File: src/rtl/cp0_pkg.sv
// Shared constants for the CP0 register file: register numbers, exception
// type encodings, ExcCode values and the Cause MTC0 write mask.
package cp0_pkg;

    localparam logic [4:0] CP0_COUNT   = 5'd9;
    localparam logic [4:0] CP0_COMPARE = 5'd11;
    localparam logic [4:0] CP0_STATUS  = 5'd12;
    localparam logic [4:0] CP0_CAUSE   = 5'd13;
    localparam logic [4:0] CP0_EPC     = 5'd14;
    localparam logic [4:0] CP0_PRID    = 5'd15;
    localparam logic [4:0] CP0_CONFIG  = 5'd16;

    localparam logic [31:0] EXC_INTERRUPT = 32'h0000_0001;
    localparam logic [31:0] EXC_SYSCALL   = 32'h0000_0008;
    localparam logic [31:0] EXC_RI        = 32'h0000_000a;
    localparam logic [31:0] EXC_OV        = 32'h0000_000c;
    localparam logic [31:0] EXC_TRAP      = 32'h0000_000d;
    localparam logic [31:0] EXC_ERET      = 32'h0000_000e;

    localparam logic [4:0] EXCCODE_INT = 5'h00;
    localparam logic [4:0] EXCCODE_SYS = 5'h08;
    localparam logic [4:0] EXCCODE_RI  = 5'h0a;
    localparam logic [4:0] EXCCODE_OV  = 5'h0c;
    localparam logic [4:0] EXCCODE_TR  = 5'h0d;

    // Cause bits software may write: IV, WP, IP[9:8]
    localparam logic [31:0] CAUSE_WMASK = 32'h00C0_0300;

    localparam int STATUS_EXL = 1;
    localparam int CAUSE_BD   = 31;

    typedef enum logic [1:0] {
        EK_NONE,
        EK_TAKE,
        EK_RET
    } exc_kind_e;

    typedef struct packed {
        exc_kind_e  kind;
        logic [4:0] code;
    } exc_dec_t;

    // Map the MEM-stage exception type onto an action; unknown codes do nothing
    function automatic exc_dec_t cp0_decode_exc(input logic [31:0] et);
        exc_dec_t d;
        d.kind = EK_NONE;
        d.code = EXCCODE_INT;
        case (et)
            EXC_INTERRUPT: begin d.kind = EK_TAKE; d.code = EXCCODE_INT; end
            EXC_SYSCALL:   begin d.kind = EK_TAKE; d.code = EXCCODE_SYS; end
            EXC_RI:        begin d.kind = EK_TAKE; d.code = EXCCODE_RI;  end
            EXC_OV:        begin d.kind = EK_TAKE; d.code = EXCCODE_OV;  end
            EXC_TRAP:      begin d.kind = EK_TAKE; d.code = EXCCODE_TR;  end
            EXC_ERET:      begin d.kind = EK_RET; end
            default:       begin d.kind = EK_NONE; end
        endcase
        return d;
    endfunction

endpackage

File: src/rtl/cp0_reg_if.sv
// Bundle between the pipeline (write-back, MEM exception logic, MFC0) and CP0.
interface cp0_reg_if;
    logic        we_i;
    logic [4:0]  waddr_i;
    logic [31:0] wdata_i;
    logic [4:0]  raddr_i;
    logic [5:0]  int_i;
    logic [31:0] excepttype_i;
    logic [31:0] cur_inst_addr_i;
    logic        in_delayslot_i;
    logic [31:0] rdata_o;
    logic [31:0] count_o;
    logic [31:0] compare_o;
    logic [31:0] status_o;
    logic [31:0] cause_o;
    logic [31:0] epc_o;
    logic [31:0] config_o;
    logic [31:0] prid_o;
    logic        timer_int_o;

    modport master (
        output we_i, waddr_i, wdata_i, raddr_i, int_i,
               excepttype_i, cur_inst_addr_i, in_delayslot_i,
        input  rdata_o, count_o, compare_o, status_o, cause_o,
               epc_o, config_o, prid_o, timer_int_o
    );

    modport slave (
        input  we_i, waddr_i, wdata_i, raddr_i, int_i,
               excepttype_i, cur_inst_addr_i, in_delayslot_i,
        output rdata_o, count_o, compare_o, status_o, cause_o,
               epc_o, config_o, prid_o, timer_int_o
    );
endinterface

File: src/rtl/cp0_timer.sv
// Count/Compare timer: free-running counter, compare register and the
// sticky timer interrupt that an MTC0 to Compare acknowledges.
module cp0_timer (
    input  logic        clk,
    input  logic        reset,
    input  logic        i_count_we,
    input  logic        i_compare_we,
    input  logic [31:0] i_wdata,
    output logic [31:0] o_count,
    output logic [31:0] o_compare,
    output logic        o_timer_int
);
    logic [31:0] r_count;
    logic [31:0] r_compare;
    logic        r_timer_int;

    // Count increments unless written; a Compare write clears the interrupt even if a match occurs
    always_ff @(posedge clk) begin
        if (reset) begin
            r_count     <= '0;
            r_compare   <= '0;
            r_timer_int <= 1'b0;
        end else begin
            r_count <= i_count_we ? i_wdata : r_count + 32'd1;
            if (i_compare_we) begin
                r_compare   <= i_wdata;
                r_timer_int <= 1'b0;
            end else if (r_compare != 32'd0 && r_count == r_compare) begin
                r_timer_int <= 1'b1;
            end
        end
    end

    assign o_count     = r_count;
    assign o_compare   = r_compare;
    assign o_timer_int = r_timer_int;
endmodule

File: src/rtl/cp0_reg.sv
// CP0 system register file: MTC0 write port, MFC0 read port, exception/ERET
// state update. Optional same-cycle read bypass with CP0_RD_BYPASS_EN.
module cp0_reg
    import cp0_pkg::*;
#(
    parameter logic [31:0] PRID_VAL   = 32'h004C_0102,
    parameter logic [31:0] CONFIG_VAL = 32'h0000_8000,
    parameter logic [31:0] STATUS_RST = 32'h1000_0000
) (
    input  logic      clk,
    input  logic      reset,
    cp0_reg_if.slave  bus
);
    logic [31:0] r_status;
    logic [31:0] r_cause;
    logic [31:0] r_epc;

    logic [31:0] w_count;
    logic [31:0] w_compare;
    logic        w_timer_int;
    logic        w_count_we;
    logic        w_compare_we;
    exc_dec_t    w_exc;
    logic [31:0] w_cause_wr;
    logic [31:0] w_epc_exc;
    logic [31:0] w_rd_stored;

    assign w_count_we   = bus.we_i && (bus.waddr_i == CP0_COUNT);
    assign w_compare_we = bus.we_i && (bus.waddr_i == CP0_COMPARE);
    assign w_exc        = cp0_decode_exc(bus.excepttype_i);
    assign w_epc_exc    = bus.in_delayslot_i ? bus.cur_inst_addr_i - 32'd4 : bus.cur_inst_addr_i;

    cp0_timer u_timer (
        .clk          (clk),
        .reset        (reset),
        .i_count_we   (w_count_we),
        .i_compare_we (w_compare_we),
        .i_wdata      (bus.wdata_i),
        .o_count      (w_count),
        .o_compare    (w_compare),
        .o_timer_int  (w_timer_int)
    );

    // Cause after an MTC0: writable fields from wdata, everything else kept
    generate
        for (genvar gi = 0; gi < 32; gi++) begin : g_cause_wr
            assign w_cause_wr[gi] = CAUSE_WMASK[gi] ? bus.wdata_i[gi] : r_cause[gi];
        end
    endgenerate

    // MTC0 updates first, then interrupt sampling and exception fields override
    always_ff @(posedge clk) begin
        if (reset) begin
            r_status <= STATUS_RST;
            r_cause  <= '0;
            r_epc    <= '0;
        end else begin
            if (bus.we_i && bus.waddr_i == CP0_STATUS) r_status <= bus.wdata_i;
            if (bus.we_i && bus.waddr_i == CP0_CAUSE)  r_cause  <= w_cause_wr;
            if (bus.we_i && bus.waddr_i == CP0_EPC)    r_epc    <= bus.wdata_i;
            r_cause[15:10] <= bus.int_i;
            case (w_exc.kind)
                EK_TAKE: begin
                    // Nested exception (EXL set) keeps the original return point
                    if (!r_status[STATUS_EXL]) begin
                        r_epc             <= w_epc_exc;
                        r_cause[CAUSE_BD] <= bus.in_delayslot_i;
                    end else begin
                        r_epc <= r_epc;
                    end
                    r_status[STATUS_EXL] <= 1'b1;
                    r_cause[6:2]         <= w_exc.code;
                end
                EK_RET: begin
                    r_status[STATUS_EXL] <= 1'b0;
                end
                default: ;
            endcase
        end
    end

    // MFC0 read of the stored register values; unmapped numbers read zero
    always_comb begin
        w_rd_stored = '0;
        case (bus.raddr_i)
            CP0_COUNT:   w_rd_stored = w_count;
            CP0_COMPARE: w_rd_stored = w_compare;
            CP0_STATUS:  w_rd_stored = r_status;
            CP0_CAUSE:   w_rd_stored = r_cause;
            CP0_EPC:     w_rd_stored = r_epc;
            CP0_PRID:    w_rd_stored = PRID_VAL;
            CP0_CONFIG:  w_rd_stored = CONFIG_VAL;
            default:     w_rd_stored = '0;
        endcase
    end

`ifdef CP0_RD_BYPASS_EN
    logic [31:0] w_rd_bypass;

    // Forward the post-write value when MFC0 reads the register being written
    always_comb begin
        w_rd_bypass = w_rd_stored;
        if (bus.we_i && bus.waddr_i == bus.raddr_i) begin
            case (bus.waddr_i)
                CP0_COUNT, CP0_COMPARE, CP0_STATUS, CP0_EPC: w_rd_bypass = bus.wdata_i;
                CP0_CAUSE: w_rd_bypass = w_cause_wr;
                default:   w_rd_bypass = w_rd_stored;
            endcase
        end
    end

    assign bus.rdata_o = w_rd_bypass;
`else
    assign bus.rdata_o = w_rd_stored;
`endif

    assign bus.count_o     = w_count;
    assign bus.compare_o   = w_compare;
    assign bus.status_o    = r_status;
    assign bus.cause_o     = r_cause;
    assign bus.epc_o       = r_epc;
    assign bus.config_o    = CONFIG_VAL;
    assign bus.prid_o      = PRID_VAL;
    assign bus.timer_int_o = w_timer_int;
endmodule

File: src/flat_wrapper.sv
// flat-port wrapper written by rule: the top's interface ports become plain ports
module cp0_reg_flat import cp0_pkg::*;
#(
    parameter logic [31:0] PRID_VAL   = 32'h004C_0102,
    parameter logic [31:0] CONFIG_VAL = 32'h0000_8000,
    parameter logic [31:0] STATUS_RST = 32'h1000_0000
)
  (clk, reset, bus_we_i, bus_waddr_i, bus_wdata_i, bus_raddr_i, bus_int_i, bus_excepttype_i, bus_cur_inst_addr_i, bus_in_delayslot_i, bus_rdata_o, bus_count_o, bus_compare_o, bus_status_o, bus_cause_o, bus_epc_o, bus_config_o, bus_prid_o, bus_timer_int_o);
  cp0_reg_if bus_i ();
  input  logic clk;
  input  logic reset;
  input wire logic [$bits(bus_i.we_i)-1:0] bus_we_i;
  input wire logic [$bits(bus_i.waddr_i)-1:0] bus_waddr_i;
  input wire logic [$bits(bus_i.wdata_i)-1:0] bus_wdata_i;
  input wire logic [$bits(bus_i.raddr_i)-1:0] bus_raddr_i;
  input wire logic [$bits(bus_i.int_i)-1:0] bus_int_i;
  input wire logic [$bits(bus_i.excepttype_i)-1:0] bus_excepttype_i;
  input wire logic [$bits(bus_i.cur_inst_addr_i)-1:0] bus_cur_inst_addr_i;
  input wire logic [$bits(bus_i.in_delayslot_i)-1:0] bus_in_delayslot_i;
  output wire logic [$bits(bus_i.rdata_o)-1:0] bus_rdata_o;
  output wire logic [$bits(bus_i.count_o)-1:0] bus_count_o;
  output wire logic [$bits(bus_i.compare_o)-1:0] bus_compare_o;
  output wire logic [$bits(bus_i.status_o)-1:0] bus_status_o;
  output wire logic [$bits(bus_i.cause_o)-1:0] bus_cause_o;
  output wire logic [$bits(bus_i.epc_o)-1:0] bus_epc_o;
  output wire logic [$bits(bus_i.config_o)-1:0] bus_config_o;
  output wire logic [$bits(bus_i.prid_o)-1:0] bus_prid_o;
  output wire logic [$bits(bus_i.timer_int_o)-1:0] bus_timer_int_o;
  assign bus_i.we_i = bus_we_i;
  assign bus_i.waddr_i = bus_waddr_i;
  assign bus_i.wdata_i = bus_wdata_i;
  assign bus_i.raddr_i = bus_raddr_i;
  assign bus_i.int_i = bus_int_i;
  assign bus_i.excepttype_i = bus_excepttype_i;
  assign bus_i.cur_inst_addr_i = bus_cur_inst_addr_i;
  assign bus_i.in_delayslot_i = bus_in_delayslot_i;
  assign bus_rdata_o = bus_i.rdata_o;
  assign bus_count_o = bus_i.count_o;
  assign bus_compare_o = bus_i.compare_o;
  assign bus_status_o = bus_i.status_o;
  assign bus_cause_o = bus_i.cause_o;
  assign bus_epc_o = bus_i.epc_o;
  assign bus_config_o = bus_i.config_o;
  assign bus_prid_o = bus_i.prid_o;
  assign bus_timer_int_o = bus_i.timer_int_o;
  cp0_reg #(.PRID_VAL(PRID_VAL), .CONFIG_VAL(CONFIG_VAL), .STATUS_RST(STATUS_RST)) u_core (.clk(clk), .reset(reset), .bus(bus_i));
endmodule
File: config.mk
export PLATFORM = sky130hd
export DESIGN_NAME = cp0_reg_flat
export DESIGN_NICKNAME = d
export VERILOG_FILES = /design/src/rtl/cp0_pkg.sv /design/src/rtl/cp0_reg_if.sv /design/src/rtl/cp0_timer.sv /design/src/rtl/cp0_reg.sv /design/src/flat_wrapper.sv
export SDC_FILE = /design/constraint.sdc
export NUM_CORES = 1
export LEC_CHECK = 0
export ABC_AREA = 0
export CELL_PAD_IN_SITES_DETAIL_PLACEMENT = 0
export CELL_PAD_IN_SITES_GLOBAL_PLACEMENT = 1
export CORE_MARGIN = 8
export CORE_UTILIZATION = 31
export CTS_CLUSTER_SIZE = 25
export DETAILED_ROUTE_END_ITERATION = 6
export GPL_TIMING_DRIVEN = 1
export PLACE_DENSITY = 0.84
export SETUP_SLACK_MARGIN = 0.2
export SYNTH_ARGS = -nofsm -noshare
export SYNTH_HDL_FRONTEND = slang
export SYNTH_HIERARCHICAL = 1
export SYNTH_SLANG_ARGS = --single-unit
File: constraint.sdc
create_clock -name clk -period 3.6 [get_ports clk]
set_clock_uncertainty 0.2 [all_clocks]
set_input_delay 0.36 -clock clk [delete_from_list [all_inputs] [get_ports clk]]
set_output_delay 0.36 -clock clk [all_outputs]
set_load 0.05 [all_outputs]
==> results of run 1 <==
flip-flops by register name, summed over array words and instances (netlist names):
| register | count |
|---|---|
| u_core/bus.epc_o | 32 |
| u_core/bus.status_o | 32 |
| u_core/u_timer/o_timer_int | 1 |
| u_core/bus.cause_o | 15 |
| u_core/u_timer/o_count | 32 |
| u_core/u_timer/o_compare | 32 |
cells by family (layout without fill, tap and decap cells):
kind of cell               Yosys count  in the layout
AOI/OAI and AO/OA                  207            207
xor gates and xnor gates            80             80
DFF                                144            144
muxes                               73             73
other                                2             81
and+or+nand+nor                    404            404
adders and majority gates            5              5
buffers and inverters              160            364
routing by layer:
layer	vias to the layer above	track usage (%)	wire length, um
li1	4208	-	-
met1	4284	27.76	16300
met2	420	35.01	18150
met3	51	4.706	3005
met4	0	6.389	937
met5	-	0	0
area by class of cell:
class                   instances  share of cell area, %
multi-input cells             850                  41.64
repair buffers                323                  27.42
flip-flops and latches        144                  22.65
well taps                     378                  3.715
clock buffers                  19                  3.401
clock inverters                12                 0.8846
inverters                      10                 0.2949
worst max-delay path: cells and delay by family:
kind | cells | cell delay [ps]
fa+ha+maj | 1 | 320
compound gates | 2 | 660
buf+inv | 2 | 590
simple gates | 6 | 1330
final timing paths:
check                                   from                           end  slack, ps
setup / recovery        bus_excepttype_i[13]          u_core/bus.epc_o[23]        430
hold / removal                         reset  u_core/u_timer/o_compare[27]        250
setup reg to reg   u_core/u_timer/o_count[8]    u_core/u_timer/o_count[29]       1150
hold reg to reg   u_core/u_timer/o_timer_int    u_core/u_timer/o_timer_int        260
through the flow:
stage / total power, uW / worst slack [ps] / instance area [um^2]
2_1_floorplan: 2146 / 418.7 / 9086
3_3_place_gp: 2371 / 165.5 / 12180
3_5_place_dp: 2374 / 52.43 / 12180
4_1_cts: 4031 / 471.5 / 12730
5_1_grt: 4153 / 219.6 / 12730
6_report: 4016 / 432.3 / 12730
layout by cell type (no fill, tap or decap), types with 5 or more instances in the layout:
master / instances
nand3_1: 16
nor4_1: 29
a211o_1: 10
o2111ai_1: 6
nor3b_1: 5
and3_1: 6
xnor2_1: 35
ha_1: 5
a221o_1: 12
inv_1: 10
nor2b_1: 12
or3_1: 13
dfxtp_1: 144
clkinvlp_4: 8
buf_4: 31
nand2_1: 124
xor2_1: 45
conb_1: 81
a211oi_1: 23
a22oi_1: 18
nand4_1: 21
clkbuf_16: 17
o21ai_0: 38
buf_12: 34
clkdlybuf4s50_1: 257
nand3b_1: 5
nor2_1: 115
mux2i_1: 73
nor3_1: 14
a21oi_1: 64
power by group through the flow:
stage | sequential (uW) | combinational, uW | clock (uW)
2_1_floorplan | 1740 | 407 | 0
3_3_place_gp | 1680 | 691 | 0
3_5_place_dp | 1680 | 694 | 0
4_1_cts | 1650 | 696 | 1690
5_1_grt | 1650 | 734 | 1770
6_report | 1650 | 703 | 1670
==> results by group, run 1 <==
Run status
  • Status: complete, but fails checks
  • Failing checks: DRC

Clocking
  • Clock Sinks: 144
  • CTS tree: yes
  • Post-CTS Hold Fix Bufs: 0
  • CTS Buffer Depth: 2
  • Post-CTS setup buffers: 0
  • Root Driver: clkbuf_16
  • Num CTS Buffers: 17
  • Resized cells post-CTS: 0
  • CTS clk-pin slew, worst paths: about 60 ps
  • Worst skew pair latency: 420 ps
  • H-tree levels: 4

Synthesis
  • Post-synth EDFFs: 0
  • #FFs+latches synth: about 140
  • Synth Cell Area: 8790 um^2
  • Complex-gate fraction of the synthesized area: between 10% and 20%
  • Area contributors post-synth: dfxtp_1 33%, mux2i_1 8.3%, buf_4 6.9%
  • Share of the yosys chip area belonging to registers: between 30 and 40%
  • Simple-gate area share of the yosys netlist: a little under a quarter
  • Top cell type's share of synthesized area: 32.80%
  • Synth Area in Adders: less than 1%
  • Post-synthesis mux area share: 8.313%
  • Ys async rst share: 0%
  • Xor/xnor cell area share of the yosys netlist: between 7 and 8%
  • Largest family of logic cells by synthesized area: simple AND/OR/NAND/NOR gates
  • Count leader, synth: dfxtp_1
  • Synthesized instance count: about 1,100
  • Yosys warning count: 6
  • Leading cell types by count after synthesis: 144 x dfxtp_1, 124 x nand2_1, 115 x nor2_1
  • Main synth FF type: dfxtp_1
  • Number of distinct library cells after synthesis: 74
  • Avg Cell Area, Syn: between 8 and 9 um^2
  • Yosys top cell by area: dfxtp_1

Setup path
  • Critical Path End Type: flop
  • Crit start category: primary input
  • Critical Path RT: around 3700 ps
  • CP max stage cell: or3b_1
  • Cell chain of the critical path: clkdlybuf4s50_1 > nor4_1 > nand4_1 > nor2_1 > nand4_1 > ha_1 > or3b_1 > o21ai_1 > buf_4 > nor2_1 > a2111oi_0
  • Delay of the slowest cell on the worst path: approximately 440 ps
  • Critical path class: primary input to flop
  • R2r worst-path depth: 5
  • CP Max Fanout: 5
  • CP arrival: roughly 3300 ps

Timing
  • Hold Slack: between 200 and 250 ps
  • Final period util: 87.99%
  • Final setup fails: 0
  • Slew Viols, Final: 0
  • Unrepaired setup endpoints after global routing: no
  • Minimum clock period: 3168 ps
  • Worst Tran Pin Value: 972.8 ps
  • Slew HR: 35.08%
  • Total negative slack: 0 ps
  • Final Hold Viols: 0
  • Max Freq: about 320 MHz

Min path
  • WHS Path Cells: 2
  • Hold crit path type: primary input to flop

Finish
  • Seq. cell area: roughly 2900 um^2
  • Ant. Diodes: 0
  • Layout Utilization: 45.70%
  • Fill cells: 2,744
  • Area Growth Syn to Fin: 44.83%
  • Layout cell share with drive strength beyond 1: a little under a tenth
  • # nets final: roughly 1,500
  • Multi-input logic area: 5300 um^2
  • Post-Layout Cell Count: 1,736

Pwr
  • Worst VDD drop: ~0.00032 V
  • Static leakage: around 0.0046 uW
  • Clock share of power: about two fifths
  • Cell Pwr Density: 315.5 nW/um^2
  • P_int: 2788 uW
  • Combinational power share: 17.5%
  • Switching part of the total: roughly 31%
  • Switching Power: 1228 uW
  • Reg power frac: around two fifths

Routing
  • DRC viols: 1
  • First-pass DRT Iterations: 7
  • Post-DR wirelength/cell: roughly 22 um
  • Vias per cell: just over 5
  • Routed Antenna Nets: 0
  • Vias after detailed routing: about 9,000
  • Final WL: roughly 38,000 um
  • Iter 0 DRT Violations: 935

Floorplanning
  • Ports: 373
  • Initial Util: 31.55%
  • Chip Height: around 180 um
  • Row cnt: between 60 and 70
  • Die area: roughly 34,000 um^2
  • Chip width: roughly 180 um
  • CORE AREA: 27,860 um^2

Run
  • Max-Cap Viols: 0

Global route
  • Largest net degree at the start of global routing: 64
  • All-Layer GR Usage: between 20% and 30%
  • Antenna violations before repair: 0
  • Congestion Overflow GR: 0
  • First-pass GRT wire length: ~55,000 um
  • Number of global-route vias before repair: 8,614

Place
  • PortBufs: 291
  • RePlAce Congestion: approximately 1
  • Post-DP HPWL: 30,560 um
  • Placed instance count: around 1,700
No activity file was read; power rests on OpenSTA's default activity.
==> inputs of run 2 (changes only) <==
--- a/config.mk
+++ b/config.mk
@@ -8,7 +8,6 @@
 export ABC_AREA = 0
 export CELL_PAD_IN_SITES_DETAIL_PLACEMENT = 0
 export CELL_PAD_IN_SITES_GLOBAL_PLACEMENT = 1
-export CORE_MARGIN = 8
 export CORE_UTILIZATION = 31
 export CTS_CLUSTER_SIZE = 25
 export DETAILED_ROUTE_END_ITERATION = 6
==> results by group, run 2 (synthesis results as in run 1) <==
Finish
  • Multi-input logic area: 5305 um^2
  • Fill cells: between 2,000 and 3,000
  • # nets final: ~1,500
  • Layout Utilization: 46.09%
  • Area Growth Syn to Fin: 46.08%
  • Commonest cells after routing, fill and taps aside: 257 x clkdlybuf4s50_1, 144 x dfxtp_1, 124 x nand2_1
  • Seq. cell area: a little under 3000 um^2
  • Layout cell share with drive strength beyond 1: a little under a tenth
  • Most common cell after layout, fill and taps aside: clkdlybuf4s50_1

Setup path
  • Start point of the critical path: bus_raddr_i[3]
  • Cell chain of the critical path: clkdlybuf4s50_1 > nor2b_1 > nand3b_1 > buf_4 > nor2_1 > a222oi_1 > nand2_1 > buf_12
  • Worst Path Buf+Inv: 3
  • Reg2Reg Launch Point: u_core/u_timer/o_count[8]
  • Crit start category: primary input
  • Critical Path End Type: output pin
  • CP Max Fanout: 28
  • Critical path class: primary input to output pin
  • CP max stage cell: nor2b_1
  • Critical Path RT: between 3000 and 4000 ps
  • CP arrival: 2670 ps
  • CP delay by family, top: simple AND/OR/NAND/NOR gates
  • Delay of the slowest cell on the worst path: 520 ps

Clocking
  • Clock Sinks: between 100 and 150
  • Post-CTS Hold Fix Bufs: 0
  • CTS Buffer Depth: 2
  • CTS clk-pin slew, worst paths: approximately 60 ps
  • Num CTS Buffers: 17
  • Worst skew pair latency: 420 ps
  • H-tree levels: 4
  • Root Driver: clkbuf_16
  • CTS tree: yes

Pwr
  • Cell Pwr Density: approximately 340 nW/um^2
  • Static leakage: ~0.0047 uW
  • Worst VDD drop: 0.0003111 V
  • Overall power: around 4300 uW

Floorplanning
  • CORE AREA: between 20,000 and 30,000 um^2
  • Ports: about 370
  • Initial Util: around a third
  • Row cnt: 61
  • Chip Height: about 170 um
  • Die area: ~29,000 um^2
  • Chip width: 170.4 um

Place
  • RePlAce Congestion: 0.9802
  • DP Worst Slack: -15.40 ps
  • PortBufs: between 200 and 300
  • Post-DP HPWL: 28,100 um

Min path
  • Hold crit path type: flop to flop
  • Hold path startpoint: u_core/bus.status_o[5]

Routing
  • Vias per cell: around 5
  • DRC viols: 0
  • Vias after detailed routing: between 8,000 and 9,000
  • Final WL: about 36,000 um
  • Iter 0 DRT Violations: around 830
  • Post-DR wirelength/cell: between 20 and 25 um
  • First-pass DRT Iterations: 5
  • Routed Antenna Nets: 0

Global route
  • First-pass GRT wire length: 51,850 um
  • All-Layer GR Usage: 24.08%
  • Antenna violations before repair: 1
  • Congestion Overflow GR: 0
  • Largest net degree at the start of global routing: 79
  • Number of global-route vias before repair: 8,295

Timing
  • Final setup fails: 0
  • Final period util: 89.80%
  • Max Freq: between 300 and 400 MHz
  • Slew HR: 41.90%
  • Final Hold Viols: 0
  • Final worst slack: ~370 ps
  • Slew Viols, Final: 0
  • Minimum clock period: between 3000 and 4000 ps
  • Hold Slack: between 200 and 300 ps
  • Total negative slack: 0 ps
  • Unrepaired setup endpoints after global routing: no
  • Worst Tran Pin Value: between 800 and 900 ps

Run
  • Max-Cap Viols: 0

Run status
  • Status: completed
[run 2: report_power, final]
part / total (uW) / switching [uW] / internal (uW)
Combinational: 694 / 472 / 222
Sequential: 1650 / 32.1 / 1610
Clock: 1990 / 703 / 1280
Total: 4330 / 1210 / 3120
[run 2: through the flow]
stage	std cells	cell area [um^2]
2_1_floorplan	1154	9086
3_3_place_gp	1706	12180
3_5_place_dp	1706	12180
4_1_cts	1737	12830
5_1_grt	1738	12840
6_report	1738	12840
[run 2: area by class of cell]
class                   count  area share (%)
diodes                      1         0.01949
clock buffers              22           3.693
flip-flops and latches    144           22.45
well taps                 378           3.683
multi-input cells         850           41.32
repair buffers            324           27.15
clock inverters             9           1.393
inverters                  10          0.2923
[run 2: worst paths after layout]
check,slack (ps),depth (start not counted),end
max,370,8,bus_rdata_o[18]
max reg2reg,1150,5,u_core/u_timer/o_count[29]
min reg2reg,270,2,u_core/bus.status_o[5]
min,270,2,u_core/bus.status_o[5]
[run 2: metal layers]
layer,up-vias,track usage (%),part of all wire [%]
met5,-,0,0
met4,0,8.578,2.3
met3,44,4.279,6.6
met2,383,37.87,47
met1,4274,32.83,45
li1,4216,-,-
[run 2: tightest hold or removal path, stage by stage (launching register included)]
cell	delay, ps
dfxtp_1	320
nand2_1	50
a21oi_1	50
[run 2: repair_timing]
item | 4_1_cts | 5_1_grt
gates resized for setup | 0 | 2
endpoints found under the setup margin | 0 | 2
setup buffers | 0 | 0
